**src/rtl/mist1032isa_memory_arbiter_if.sv**
```systemverilog
`default_nettype none
// ============================================================================
// Module   : mist1032isa_memory_arbiter_if
// Brief    : Bundle of the IF, LS and shared memory port signals around the
//            memory arbiter. The arbiter connects through the slave modport;
//            the surrounding core/memory model uses the master modport.
// Revision : 1.0 - initial release
// ============================================================================
interface mist1032isa_memory_arbiter_if;
  // Instruction-fetch side
  logic        iIF_REQ;
  logic        oIF_LOCK;
  logic [24:0] iIF_ADDR;
  logic        oIF_VALID;
  logic        iIF_LOCK;
  logic [63:0] oIF_DATA;
  // Load/store side
  logic        iLS_REQ;
  logic        oLS_LOCK;
  logic [1:0]  iLS_ORDER;
  logic        iLS_RW;
  logic [24:0] iLS_ADDR;
  logic [31:0] iLS_DATA;
  logic        oLS_VALID;
  logic        iLS_LOCK;
  logic [63:0] oLS_DATA;
  // Shared memory port
  logic        oMEM_REQ;
  logic [1:0]  oMEM_ORDER;
  logic        oMEM_RW;
  logic [24:0] oMEM_ADDR;
  logic [31:0] oMEM_DATA;
  logic        iMEM_LOCK;
  logic        iMEM_VALID;
  logic        oMEM_LOCK;
  logic [63:0] iMEM_DATA;

  // Arbiter view
  modport slave (
    input  iIF_REQ, iIF_ADDR, iIF_LOCK,
    output oIF_LOCK, oIF_VALID, oIF_DATA,
    input  iLS_REQ, iLS_ORDER, iLS_RW, iLS_ADDR, iLS_DATA, iLS_LOCK,
    output oLS_LOCK, oLS_VALID, oLS_DATA,
    output oMEM_REQ, oMEM_ORDER, oMEM_RW, oMEM_ADDR, oMEM_DATA, oMEM_LOCK,
    input  iMEM_LOCK, iMEM_VALID, iMEM_DATA
  );

  // Requesters/memory view
  modport master (
    output iIF_REQ, iIF_ADDR, iIF_LOCK,
    input  oIF_LOCK, oIF_VALID, oIF_DATA,
    output iLS_REQ, iLS_ORDER, iLS_RW, iLS_ADDR, iLS_DATA, iLS_LOCK,
    input  oLS_LOCK, oLS_VALID, oLS_DATA,
    input  oMEM_REQ, oMEM_ORDER, oMEM_RW, oMEM_ADDR, oMEM_DATA, oMEM_LOCK,
    output iMEM_LOCK, iMEM_VALID, iMEM_DATA
  );
endinterface
`default_nettype wire

```
**src/rtl/mist1032isa_memory_arbiter.sv**
```systemverilog
`default_nettype none
// ============================================================================
// Module   : mist1032isa_memory_arbiter
// Brief    : Round-robin arbiter sharing one memory port between instruction
//            fetch (IF) and load/store (LS). A tag FIFO remembers the owner
//            of every issued request so in-order responses are routed back.
// Revision : 1.0 - initial release
// ============================================================================
module mist1032isa_memory_arbiter #(
  parameter int P_TAG_DEPTH   = 4,
  parameter int P_TAG_DEPTH_N = 2
)(
  input  logic                       iCLOCK,
  input  logic                       iRESET_SYNC,
  mist1032isa_memory_arbiter_if.slave if_bus,
  output logic [P_TAG_DEPTH_N:0]     oOUTSTANDING,
  output logic                       oERROR
);

  localparam logic                     c_OWNER_IF = 1'b0;
  localparam logic                     c_OWNER_LS = 1'b1;
  localparam logic [P_TAG_DEPTH_N:0]   c_FULL     = (P_TAG_DEPTH_N+1)'(P_TAG_DEPTH);
  localparam logic [P_TAG_DEPTH_N-1:0] c_LAST     = P_TAG_DEPTH_N'(P_TAG_DEPTH-1);

  logic                     r_token;
  logic                     r_tag [P_TAG_DEPTH];
  logic [P_TAG_DEPTH_N-1:0] r_wptr;
  logic [P_TAG_DEPTH_N-1:0] r_rptr;
  logic [P_TAG_DEPTH_N:0]   r_count;
  logic                     r_error;

  logic w_empty;
  logic w_full;
  logic w_issue_ok;
  logic w_if_grant;
  logic w_ls_grant;
  logic w_push;
  logic w_pop;
  logic w_head;

  assign w_empty = (r_count == '0);
  assign w_full  = (r_count == c_FULL);
  assign w_head  = r_tag[r_rptr];

  // Reset blocks issue so both requesters see LOCK while it is held; a full
  // tag FIFO blocks issue even when a pop frees a slot this cycle.
  assign w_issue_ok = !iRESET_SYNC && !if_bus.iMEM_LOCK && !w_full;
  assign w_if_grant = w_issue_ok && if_bus.iIF_REQ && (!if_bus.iLS_REQ || r_token == c_OWNER_IF);
  assign w_ls_grant = w_issue_ok && if_bus.iLS_REQ && (!if_bus.iIF_REQ || r_token == c_OWNER_LS);
  assign w_push     = w_if_grant || w_ls_grant;
  assign w_pop      = if_bus.iMEM_VALID && !w_empty;

  assign if_bus.oIF_LOCK = !w_issue_ok || (if_bus.iLS_REQ && r_token == c_OWNER_LS);
  assign if_bus.oLS_LOCK = !w_issue_ok || (if_bus.iIF_REQ && r_token == c_OWNER_IF);

  // Memory request mux: IF is always a word read, LS passes through, idle is zero.
  always_comb begin
    if_bus.oMEM_REQ   = w_push;
    if_bus.oMEM_ORDER = 2'h0;
    if_bus.oMEM_RW    = 1'b0;
    if_bus.oMEM_ADDR  = 25'h0;
    if_bus.oMEM_DATA  = 32'h0;
    if (w_if_grant) begin
      if_bus.oMEM_ORDER = 2'h2;
      if_bus.oMEM_ADDR  = if_bus.iIF_ADDR;
    end else if (w_ls_grant) begin
      if_bus.oMEM_ORDER = if_bus.iLS_ORDER;
      if_bus.oMEM_RW    = if_bus.iLS_RW;
      if_bus.oMEM_ADDR  = if_bus.iLS_ADDR;
      if_bus.oMEM_DATA  = if_bus.iLS_DATA;
    end
  end

  // Responses return in issue order, so the FIFO head names their owner.
  assign if_bus.oIF_VALID = if_bus.iMEM_VALID && !w_empty && (w_head == c_OWNER_IF);
  assign if_bus.oLS_VALID = if_bus.iMEM_VALID && !w_empty && (w_head == c_OWNER_LS);
  assign if_bus.oIF_DATA  = if_bus.iMEM_DATA;
  assign if_bus.oLS_DATA  = if_bus.iMEM_DATA;
  assign if_bus.oMEM_LOCK = w_empty ? 1'b0 :
                            ((w_head == c_OWNER_IF) ? if_bus.iIF_LOCK : if_bus.iLS_LOCK);

  assign oOUTSTANDING = r_count;
  assign oERROR       = r_error;

  // Round-robin token: after a grant the other requester gets priority.
  always_ff @(posedge iCLOCK) begin
    if (iRESET_SYNC) begin
      r_token <= c_OWNER_IF;
    end else if (w_push) begin
      r_token <= w_if_grant ? c_OWNER_LS : c_OWNER_IF;
    end
  end

  // Tag storage; stale entries are harmless because the pointers are reset.
  always_ff @(posedge iCLOCK) begin
    if (w_push) begin
      r_tag[r_wptr] <= w_ls_grant ? c_OWNER_LS : c_OWNER_IF;
    end
  end

  // Tag FIFO pointers and occupancy count, wrapping at the configured depth.
  always_ff @(posedge iCLOCK) begin
    if (iRESET_SYNC) begin
      r_wptr  <= '0;
      r_rptr  <= '0;
      r_count <= '0;
    end else begin
      if (w_push) begin
        r_wptr <= (r_wptr == c_LAST) ? '0 : r_wptr + 1'b1;
      end
      if (w_pop) begin
        r_rptr <= (r_rptr == c_LAST) ? '0 : r_rptr + 1'b1;
      end
      case ({w_push, w_pop})
        2'b10:   r_count <= r_count + 1'b1;
        2'b01:   r_count <= r_count - 1'b1;
        default: r_count <= r_count;
      endcase
    end
  end

  // Sticky flag for a response that no issued request accounts for.
  always_ff @(posedge iCLOCK) begin
    if (iRESET_SYNC) begin
      r_error <= 1'b0;
    end else if (if_bus.iMEM_VALID && w_empty) begin
      r_error <= 1'b1;
    end
  end

endmodule
`default_nettype wire

```
**src/flat_wrapper.sv**
```systemverilog
// flat-port wrapper written by rule: the top's interface ports become plain ports
module mist1032isa_memory_arbiter_flat 
#(
  parameter int P_TAG_DEPTH   = 4,
  parameter int P_TAG_DEPTH_N = 2
)
  (iCLOCK, iRESET_SYNC, oOUTSTANDING, oERROR, if_bus_iIF_REQ, if_bus_iIF_ADDR, if_bus_iIF_LOCK, if_bus_oIF_LOCK, if_bus_oIF_VALID, if_bus_oIF_DATA, if_bus_iLS_REQ, if_bus_iLS_ORDER, if_bus_iLS_RW, if_bus_iLS_ADDR, if_bus_iLS_DATA, if_bus_iLS_LOCK, if_bus_oLS_LOCK, if_bus_oLS_VALID, if_bus_oLS_DATA, if_bus_oMEM_REQ, if_bus_oMEM_ORDER, if_bus_oMEM_RW, if_bus_oMEM_ADDR, if_bus_oMEM_DATA, if_bus_oMEM_LOCK, if_bus_iMEM_LOCK, if_bus_iMEM_VALID, if_bus_iMEM_DATA);
  mist1032isa_memory_arbiter_if if_bus_i ();
  input  logic iCLOCK;
  input  logic iRESET_SYNC;
  output logic [P_TAG_DEPTH_N:0] oOUTSTANDING;
  output logic oERROR;
  input wire logic [$bits(if_bus_i.iIF_REQ)-1:0] if_bus_iIF_REQ;
  input wire logic [$bits(if_bus_i.iIF_ADDR)-1:0] if_bus_iIF_ADDR;
  input wire logic [$bits(if_bus_i.iIF_LOCK)-1:0] if_bus_iIF_LOCK;
  output wire logic [$bits(if_bus_i.oIF_LOCK)-1:0] if_bus_oIF_LOCK;
  output wire logic [$bits(if_bus_i.oIF_VALID)-1:0] if_bus_oIF_VALID;
  output wire logic [$bits(if_bus_i.oIF_DATA)-1:0] if_bus_oIF_DATA;
  input wire logic [$bits(if_bus_i.iLS_REQ)-1:0] if_bus_iLS_REQ;
  input wire logic [$bits(if_bus_i.iLS_ORDER)-1:0] if_bus_iLS_ORDER;
  input wire logic [$bits(if_bus_i.iLS_RW)-1:0] if_bus_iLS_RW;
  input wire logic [$bits(if_bus_i.iLS_ADDR)-1:0] if_bus_iLS_ADDR;
  input wire logic [$bits(if_bus_i.iLS_DATA)-1:0] if_bus_iLS_DATA;
  input wire logic [$bits(if_bus_i.iLS_LOCK)-1:0] if_bus_iLS_LOCK;
  output wire logic [$bits(if_bus_i.oLS_LOCK)-1:0] if_bus_oLS_LOCK;
  output wire logic [$bits(if_bus_i.oLS_VALID)-1:0] if_bus_oLS_VALID;
  output wire logic [$bits(if_bus_i.oLS_DATA)-1:0] if_bus_oLS_DATA;
  output wire logic [$bits(if_bus_i.oMEM_REQ)-1:0] if_bus_oMEM_REQ;
  output wire logic [$bits(if_bus_i.oMEM_ORDER)-1:0] if_bus_oMEM_ORDER;
  output wire logic [$bits(if_bus_i.oMEM_RW)-1:0] if_bus_oMEM_RW;
  output wire logic [$bits(if_bus_i.oMEM_ADDR)-1:0] if_bus_oMEM_ADDR;
  output wire logic [$bits(if_bus_i.oMEM_DATA)-1:0] if_bus_oMEM_DATA;
  output wire logic [$bits(if_bus_i.oMEM_LOCK)-1:0] if_bus_oMEM_LOCK;
  input wire logic [$bits(if_bus_i.iMEM_LOCK)-1:0] if_bus_iMEM_LOCK;
  input wire logic [$bits(if_bus_i.iMEM_VALID)-1:0] if_bus_iMEM_VALID;
  input wire logic [$bits(if_bus_i.iMEM_DATA)-1:0] if_bus_iMEM_DATA;
  assign if_bus_i.iIF_REQ = if_bus_iIF_REQ;
  assign if_bus_i.iIF_ADDR = if_bus_iIF_ADDR;
  assign if_bus_i.iIF_LOCK = if_bus_iIF_LOCK;
  assign if_bus_oIF_LOCK = if_bus_i.oIF_LOCK;
  assign if_bus_oIF_VALID = if_bus_i.oIF_VALID;
  assign if_bus_oIF_DATA = if_bus_i.oIF_DATA;
  assign if_bus_i.iLS_REQ = if_bus_iLS_REQ;
  assign if_bus_i.iLS_ORDER = if_bus_iLS_ORDER;
  assign if_bus_i.iLS_RW = if_bus_iLS_RW;
  assign if_bus_i.iLS_ADDR = if_bus_iLS_ADDR;
  assign if_bus_i.iLS_DATA = if_bus_iLS_DATA;
  assign if_bus_i.iLS_LOCK = if_bus_iLS_LOCK;
  assign if_bus_oLS_LOCK = if_bus_i.oLS_LOCK;
  assign if_bus_oLS_VALID = if_bus_i.oLS_VALID;
  assign if_bus_oLS_DATA = if_bus_i.oLS_DATA;
  assign if_bus_oMEM_REQ = if_bus_i.oMEM_REQ;
  assign if_bus_oMEM_ORDER = if_bus_i.oMEM_ORDER;
  assign if_bus_oMEM_RW = if_bus_i.oMEM_RW;
  assign if_bus_oMEM_ADDR = if_bus_i.oMEM_ADDR;
  assign if_bus_oMEM_DATA = if_bus_i.oMEM_DATA;
  assign if_bus_oMEM_LOCK = if_bus_i.oMEM_LOCK;
  assign if_bus_i.iMEM_LOCK = if_bus_iMEM_LOCK;
  assign if_bus_i.iMEM_VALID = if_bus_iMEM_VALID;
  assign if_bus_i.iMEM_DATA = if_bus_iMEM_DATA;
  mist1032isa_memory_arbiter #(.P_TAG_DEPTH(P_TAG_DEPTH), .P_TAG_DEPTH_N(P_TAG_DEPTH_N)) u_core (.iCLOCK(iCLOCK), .iRESET_SYNC(iRESET_SYNC), .if_bus(if_bus_i), .oOUTSTANDING(oOUTSTANDING), .oERROR(oERROR));
endmodule
```
**config.mk**
```make
export PLATFORM = sky130hd
export DESIGN_NAME = mist1032isa_memory_arbiter_flat
export DESIGN_NICKNAME = d
export VERILOG_FILES = /design/src/rtl/mist1032isa_memory_arbiter_if.sv /design/src/rtl/mist1032isa_memory_arbiter.sv /design/src/flat_wrapper.sv
export SDC_FILE = /design/constraint.sdc
export NUM_CORES = 1
export LEC_CHECK = 0
export ABC_CLOCK_PERIOD_IN_PS = 5600
export CORE_AREA = 2 2 136 138
export DETAILED_ROUTE_END_ITERATION = 10
export DIE_AREA = 0 0 138 140
export GPL_TIMING_DRIVEN = 0
export HOLD_SLACK_MARGIN = 0.1
export SYNTH_ARGS = -nofsm -noshare
export SYNTH_HDL_FRONTEND = slang
export SYNTH_SLANG_ARGS = --single-unit
```
**constraint.sdc**
```tcl
create_clock -name iCLOCK -period 5.6 [get_ports iCLOCK]
set_input_delay 0.84 -clock iCLOCK [delete_from_list [all_inputs] [get_ports iCLOCK]]
set_output_delay 0.84 -clock iCLOCK [all_outputs]
set_load 0.005 [all_outputs]
```
Word-level counts from Yosys, hierarchy flattened
Memory sizes are Yosys's and may differ from the RTL's. A register that Yosys moved wholly into a read port is not among the register bits. Index checks and enable logic that the tools add are counted.

Reductions and logical operators: 26. Div/mod/pow operators: 0. Multiply operators: 0. $lt $le $gt $ge: 0. Add/sub/neg operators: 4. Eq/ne operators: 5. Mux-type cells: 19. Shift-type cells: 0. Bitwise operators: 2.

Operator list (number): $mux 32 (2); $mux 25 (2); $logic_and 1x1->1 (12); $mux 2 (6); $mux 1 (8); $logic_not 1->1 (7); $eq 2x2->1 const B (3); $pmux 3 s2 (1); $logic_or 1x1->1 (5); $add 2x1->2 const B (2); $add 3x1->3 const B (1); $eq 3x3->1 const B (1); $logic_not 3->1 (1); $sub 3x1->3 const B (1); $eq 2x1->1 const B (1); $not 1->1 (2); $reduce_bool 2->1 (1).

Latch bits: 0. Memory bits (writable): 4. Input port bits: 157. Memories: 1. Memory bits (read-only): 0. Flip-flop bits (word level): 9. Logic and storage cells: 62. Output and inout port bits: 198.

Memories: u_core.r_tag (words 4, width 1, rd ports 1, clocked after memory_dff 1, wr ports 1, RTL line mist1032isa_memory_arbiter.sv:26) `logic r_tag [P_TAG_DEPTH];`.

Depth between registers and ports, before layout
Gate-level depths: netlist (run 1).

Depth in word-level cells: 8. Mapped depth: 10. Mapped depth without buffers: 9.

Worst setup path before layout (run 1)
Ideal clock, no wire load.

Kind: input port to output port. Start: in iRESET_SYNC. End: out if_bus_oMEM_DATA[10]. Path buffers: 2. Required time: 4.760 ns. Arrival: 1.930 ns. Stages on the path: 5. Setup slack: 2.830 ns. Path through: buf_6 > or2_4 > nor4b_4 > buf_6 > and2_1.

Word-level cells in the longest chain between the ends: 7. Elaborated cells on any way between the ends: 9. Those cells by class: 2 x mux; 7 x reduce/logical.

Ends and longest elaborated chain: start: declaration (RTL line flat_wrapper.sv:10) `input logic iRESET_SYNC;`; $logic_not 1->1 (RTL line mist1032isa_memory_arbiter.sv:47) `assign w_issue_ok = !iRESET_SYNC && !if_bus.iMEM_LOCK && !w_full;`; $logic_and 1x1->1 (2 in series) (RTL line mist1032isa_memory_arbiter.sv:47); $logic_and 1x1->1 (2 in series) (RTL line mist1032isa_memory_arbiter.sv:49) `assign w_ls_grant = w_issue_ok && if_bus.iLS_REQ && (!if_bus.iIF_REQ || r_token == c_OWNER_LS);`; net u_core.w_ls_grant (RTL line mist1032isa_memory_arbiter.sv:36) `logic w_ls_grant;`; $mux 32 (RTL line mist1032isa_memory_arbiter.sv:66) `end else if (w_ls_grant) begin`; $mux 32 (RTL line mist1032isa_memory_arbiter.sv:63) `if (w_if_grant) begin`; end: declaration (RTL line flat_wrapper.sv:32) `output wire logic [$bits(if_bus_i.oMEM_DATA)-1:0] if_bus_oMEM_DATA;`.

The timed path passes the listed nets, and every way through them passes these cells.

Final worst setup path (run 1)
Start: in if_bus_iLS_REQ. End: out if_bus_oMEM_ADDR[20].

Word-level cells in the longest chain between the ends: 4. Elaborated cells on any way between the ends: 7. Those cells by class: 2 x mux; 5 x reduce/logical.

Ends and longest elaborated chain: start: declaration (RTL line flat_wrapper.sv:19) `input wire logic [$bits(if_bus_i.iLS_REQ)-1:0] if_bus_iLS_REQ;`; $logic_and 1x1->1 or $logic_not 1->1 (tied branches) (RTL line mist1032isa_memory_arbiter.sv:49, mist1032isa_memory_arbiter.sv:48); $logic_and 1x1->1 or $logic_or 1x1->1 (tied branches) (RTL line mist1032isa_memory_arbiter.sv:49, mist1032isa_memory_arbiter.sv:48); $mux 25 or $logic_and 1x1->1 (tied branches) (RTL line mist1032isa_memory_arbiter.sv:66, mist1032isa_memory_arbiter.sv:48); $mux 25 (*) (RTL line mist1032isa_memory_arbiter.sv:63); end: declaration (RTL line flat_wrapper.sv:31) `output wire logic [$bits(if_bus_i.oMEM_ADDR)-1:0] if_bus_oMEM_ADDR;`.

Every way passes the cells marked *; elsewhere a longest branch is shown, timed or not.

==> results of run 1 <==
==> routing by layer <==
layer / GRT usage (%) / wire [µm]
met2: 19.9 / 5740
met3: 2.22 / 887
met4: 1.77 / 70
met5: 0 / 0
met1: 10.4 / 3970
==> final cells by class <==
cell class	instances	area, µm²	share of cell area, %
clock buffer	4	78.8	1.40
inverter	9	33.8	0.599
sequential	15	340	6.03
buffer	143	1050	18.7
timing repair buffer	289	2890	51.3
tap	229	287	5.08
multi-input combinational	138	957	17.0
==> cell families (layout without fill, tap and decap cells) <==
family,count (synthesis),after routing
xor+xnor,2,2
mux,4,4
buf+inv,152,445
compound gates,36,36
simple gates,89,89
flops,15,15
fa+ha+maj,7,7
==> power by group through the flow <==
stage | Sequential (mW) | Clock [mW] | Combinational, mW
after floorplan | 0.149 | 0 | 0.194
after global placement | 0.152 | 0 | 0.451
after detailed placement | 0.153 | 0 | 0.453
after CTS | 0.151 | 0.141 | 0.455
after global routing | 0.153 | 0.146 | 0.487
final | 0.151 | 0.138 | 0.447
==> path summary, 6_finish.rpt <==
kind | start | to | cells after the start
max | if_bus_iLS_REQ | if_bus_oMEM_ADDR[20] | 7
min | u_core.oERROR | u_core.oERROR | 2
max reg2reg | u_core.oOUTSTANDING[2] | u_core.oOUTSTANDING[2] | 9
min reg2reg | u_core.oERROR | u_core.oERROR | 2
==> cell usage in the layout, fill, tap and decap left out, types with 2 or more instances in the layout <==
cell	netlist	final
a21oi_1	5	5
a32oi_1	25	25
and2_1	38	38
buf_2	4	4
buf_4	128	128
buf_6	4	4
clkbuf_1	7	8
clkbuf_16	0	3
clkdlybuf4s50_1	0	289
dfxtp_1	11	11
edfxtp_1	4	4
ha_1	6	6
inv_1	9	9
mux2i_1	2	2
nand2_1	4	4
nor2_1	36	36
or3_1	2	2
xor2_1	2	2
==> per-stage QoR <==
step | area, µm² | setup WS (ns) | utilization [%] | cells | hold slack, ns
after floorplan | 2380 | 2.83 | - | 305 | 0.458
after global placement | 5560 | 1.16 | 31.3 | 823 | 0.453
after detailed placement | 5560 | 1.16 | 31.3 | 823 | 0.457
after CTS | 5640 | 1.16 | 31.7 | 827 | 0.469
after global routing | 5640 | 1.01 | 31.7 | 827 | 0.522
final | 5640 | 1.31 | 31.7 | 827 | 0.463
==> critical path: cells and delay by family <==
| kind | cells | cell delay [ns] |
|---|---|---|
| buffers and inverters | 4 | 1.77 |
| AOI/OAI and AO/OA | 2 | 0.63 |
| and+or+nand+nor | 1 | 0.21 |
==> impl_metrics.json, run 1 <==
{
  "wirelength_um": 10700,
  "worstMarginPinSlew_ns": 0.784,
  "cts.clk_slew.worst_paths_ns": 0.05,
  "syn_nets": 469,
  "grt_pass1_wl_um": 15300,
  "yosys.area.top_type_share_pct": 40.3,
  "synth_compound_area_share_pct": 12.8,
  "p_sw_share_pct": 28.2,
  "synth.ff_latch_count": 15,
  "synthMuxAreaShare_pct": 2.26,
  "clock-root-buffer": "clkbuf_16",
  "port_buffers": 289,
  "synthCells": 305,
  "outcome": "completed",
  "p_int_mw": 0.528,
  "yosys_warnings": 0,
  "ctsHoldBuffers": 0,
  "synth_seq_area_share_pct": 14.3,
  "setup_violations": 0,
  "nets": 763,
  "cellPowerDensity_nw_per_um2": 130,
  "drc": 0,
  "yosysMostFrequentCell": "buf_4",
  "cp_data_arrival_time_ns": 3.45,
  "routabilityCongestion": 0.684,
  "reg2reg_setup_slack_ns": 3.18,
  "ys_top_cells_by_area": "buf_4 40%, and2_1 10%, dfxtp_1 9.2%",
  "final_hold_viol_count": 0,
  "syn_to_final_growth_pct": 137,
  "path_cells": "clkdlybuf4s50_1 > clkbuf_1 > a21boi_2 > clkbuf_1 > a32oi_1 > nor2_1 > clkdlybuf4s50_1",
  "design.core.area_um2": 17800,
  "p_clk_share_pct": 18.7,
  "cts_sinks": 15,
  "drt-pass1-iter-count": 4,
  "synth_commonest_cells": "128 x buf_4, 38 x and2_1, 36 x nor2_1",
  "switchingPower_mw": 0.207,
  "syn_avg_cell_area_um2": 7.81,
  "pwr-share-comb_pct": 60.8,
  "fin_crit_sh_pct": 76.6,
  "synth_area_um2": 2380,
  "grtUsageTotal_pct": 9.86,
  "fp-row-count": 49,
  "clockBufferDepth": 2,
  "min_path_type": "flip-flop to flip-flop",
  "clk-insertion-delay-late_ns": 0.24,
  "cp-end-kind": "output pin",
  "synth_top_family_by_area": "buffers and inverters",
  "start_kind": "input port",
  "grt_overflow_total": 0,
  "grt_max_degree": 14,
  "antenna_found_initial": 0,
  "rsz0062_at_grt": "no",
  "pwr-share-seq_pct": 20.5,
  "synth_top_area_cell": "buf_4",
  "drv_cap": 0,
  "synth_async_sr_flop_share_pct": 0,
  "cts_resized": 0,
  "synth-simple-area-share_pct": 20.4,
  "io_pins": 355,
  "htree_levels": 1,
  "peakVddDrop_mv": 0.0809,
  "skew_ns": 0.000688,
  "cts_setup_buffers": 0,
  "fmax_ghz": 0.233,
  "via_per_inst": 3.59,
  "cts_buffers": 3,
  "wl_per_cell_um": 12.9,
  "drv_slew": 0,
  "yosysUniqueCellTypes": 34,
  "grt_pass1_vias": 2922,
  "initial_utilization_pct": 13.4,
  "drtIter0Drc": 37,
  "antennaDiodeCount": 0,
  "max-slew-margin-rel_pct": 47.3,
  "fill_cells": 1906,
  "critPathKind": "input port to output pin",
  "ant_nets": 0,
  "tritoncts": "done",
  "num_vias": 2965,
  "fin_crit_ns": 4.29,
  "critical_path.max_stage_delay_ns": 0.55,
  "die_y_um": 140,
  "total_power_mw": 0.735,
  "ys.flop_type": "dfxtp_1",
  "dieArea_um2": 19300,
  "required_ns": 4.76,
  "dp_hpwl_um": 9470,
  "path_max_fanout": 10,
  "slowest_stage": "clkdlybuf4s50_1",
  "leakagePower_nw": 2.31,
  "drive_gt1_share_pct": 24.7,
  "synthXorXnorAreaFrac_pct": 0.735,
  "fin_tns_setup_ns": 0,
  "synth_edf_count": 4,
  "synthAdderAreaFrac_pct": 3.99,
  "die_w_um": 138
}
Power figures use the tool's default switching activity.
==> run 2, diff against run 1 <==
ABC_CLOCK_PERIOD_IN_PS = 3500   (was 5600)
CORE_AREA = 2 2 139 141   (was 2 2 136 138)
DIE_AREA = 0 0 141 143   (was 0 0 138 140)
clock period = 3.5 ns   (was 5.6 ns; I/O delays follow)
==> run 2 against run 1 <==
Against the previous run:
- hold slack better by 0.0048 ns
- clock power is 59% higher
- first-iteration DRC count is 65% higher
- critical endpoint is now if_bus_oMEM_ORDER[1]
- non-clock buffer count is 2 higher
- sequential power is 58% higher
- cell count is 0.85% higher
==> impl_metrics.json, run 2 (same netlist as run 1, synthesis figures left out) <==
{
  "outcome": "completed",
  "path_max_fanout": 10,
  "setup_violations": 0,
  "via_per_inst": 3.56,
  "dieArea_um2": 20200,
  "tritoncts": "done",
  "wirelength_um": 10900,
  "grt_pass1_wl_um": 15400,
  "ctsHoldBuffers": 0,
  "required_ns": 2.97,
  "antennaDiodeCount": 0,
  "clock-root-buffer": "clkbuf_16",
  "wl_met3_um": 924,
  "dpl.cell_count": 828,
  "skew_ns": 0.00235,
  "start_kind": "input port",
  "antenna_found_initial": 0,
  "cp-end-kind": "output pin",
  "wl_met2_um": 5810,
  "worstMarginPinSlew_ns": 0.767,
  "multiInputGateArea_um2": 965,
  "clockBufferDepth": 2,
  "syn_to_final_growth_pct": 139,
  "crit_family": "buffers and inverters",
  "max-slew-margin-rel_pct": 48.4,
  "grt_pass1_vias": 3093,
  "cts.clk_slew.worst_paths_ns": 0.04,
  "timing.final.ws_setup_ns": 0.294,
  "slowest_stage": "clkdlybuf4s50_1",
  "grt_overflow_total": 0,
  "num_vias": 2969,
  "critPathKind": "input port to output pin",
  "stdcell_count": 834,
  "final_common_cell": "clkdlybuf4s50_1",
  "fp-row-count": 50,
  "crit_cells": 7,
  "cp_data_arrival_time_ns": 2.68,
  "min_path_type": "flip-flop to flip-flop",
  "clk-insertion-delay-late_ns": 0.24,
  "fmax_ghz": 0.312,
  "rsz0062_at_grt": "no",
  "reg2reg_depth": 9,
  "top_layer_used": "met4",
  "grt_max_degree": 14,
  "port_buffers": 289,
  "wl_per_cell_um": 13.1,
  "nets": 765,
  "fin_crit_sh_pct": 91.6,
  "cts_buffers": 3,
  "cellPowerDensity_nw_per_um2": 208,
  "die_w_um": 141,
  "drc": 0,
  "seq_area_um2": 340,
  "holdPathStages": 2,
  "fin_crit_ns": 3.21,
  "place_ws_ns": -0.108,
  "ant_nets": 0,
  "final_cell_mix": "289 x clkdlybuf4s50_1, 129 x buf_4, 38 x and2_1, 36 x nor2_1, 25 x a32oi_1",
  "die_y_um": 143,
  "final_cell_area_um2": 5690,
  "crit_buf_inv": 4,
  "path_cells": "clkdlybuf4s50_1 > clkbuf_2 > a21boi_4 > clkbuf_2 > a21oi_1 > nor2_1 > clkdlybuf4s50_1",
  "dp_hpwl_um": 9660,
  "drv_slew": 0,
  "drv_cap": 0,
  "drive_gt1_share_pct": 25.5,
  "fill_cells": 1989,
  "cts_sinks": 15,
  "dpl-instance-area_um2": 5570,
  "initial_utilization_pct": 12.8,
  "design.core.area_um2": 18600,
  "drt-pass1-iter-count": 4,
  "final_hold_viol_count": 0,
  "total_power_mw": 1.18,
  "critical_path.max_stage_delay_ns": 0.57,
  "drtIter0Drc": 61,
  "peakVddDrop_mv": 0.124,
  "io_pins": 355,
  "met1Wirelength_um": 4080,
  "routabilityCongestion": 0.715,
  "htree_levels": 1,
  "grtUsageTotal_pct": 9.55,
  "leakagePower_nw": 2.33
}
## run 2: cell type report
type | count | area share, %
plain buffers | 143 | 18.6
clock buffers | 4 | 1.39
inverters | 9 | 0.594
multi-input cells | 138 | 17.0
flip-flops and latches | 15 | 5.98
well taps | 234 | 5.15
repair buffers | 291 | 51.4
## run 2: path summary, 6_finish.rpt
kind,from,to,slack (ns)
max,if_bus_iLS_REQ,if_bus_oMEM_ORDER[1],0.29
min,u_core.oERROR,u_core.oERROR,0.47
min reg2reg,u_core.oERROR,u_core.oERROR,0.47
max reg2reg,u_core.oOUTSTANDING[2],u_core.oOUTSTANDING[2],1.08
## run 2: metrics by stage
stage	util (%)	setup TNS (ns)	hold slack, ns
floorplan	-	0	0.458
global placement	30.0	-1.15	0.456
detailed placement	30.0	-0.829	0.460
CTS	30.6	0	0.472
global route	30.6	0	0.489
finish	30.6	0	0.467
## run 2: worst reg2reg max path: stages (launching register included)
cell	delay [ns]
dfxtp_1	0.39
nor3b_2	0.48
nor3_2	0.16
inv_1	0.09
ha_1	0.18
inv_1	0.06
fa_1	0.37
xor2_1	0.16
or3_1	0.30
a21oi_1	0.14
## run 2: repair_timing
item | 4_1_cts | 5_1_grt
buffers inserted | 2 | 0
resized for setup | 2 | 4
setup endpoints to repair | 20 | 17
## run 2: report_power, final
part	internal, mW	total [mW]	switching, mW
clock	0.154	0.220	0.0661
sequential	0.209	0.239	0.0302
combinational	0.486	0.724	0.238
## run 2: per-layer routing
layer	vias up	track usage (%)
li1	1472	-
met1	1295	10.5
met2	195	18.8
met3	7	2.01
met4	0	2.05
met5	-	0
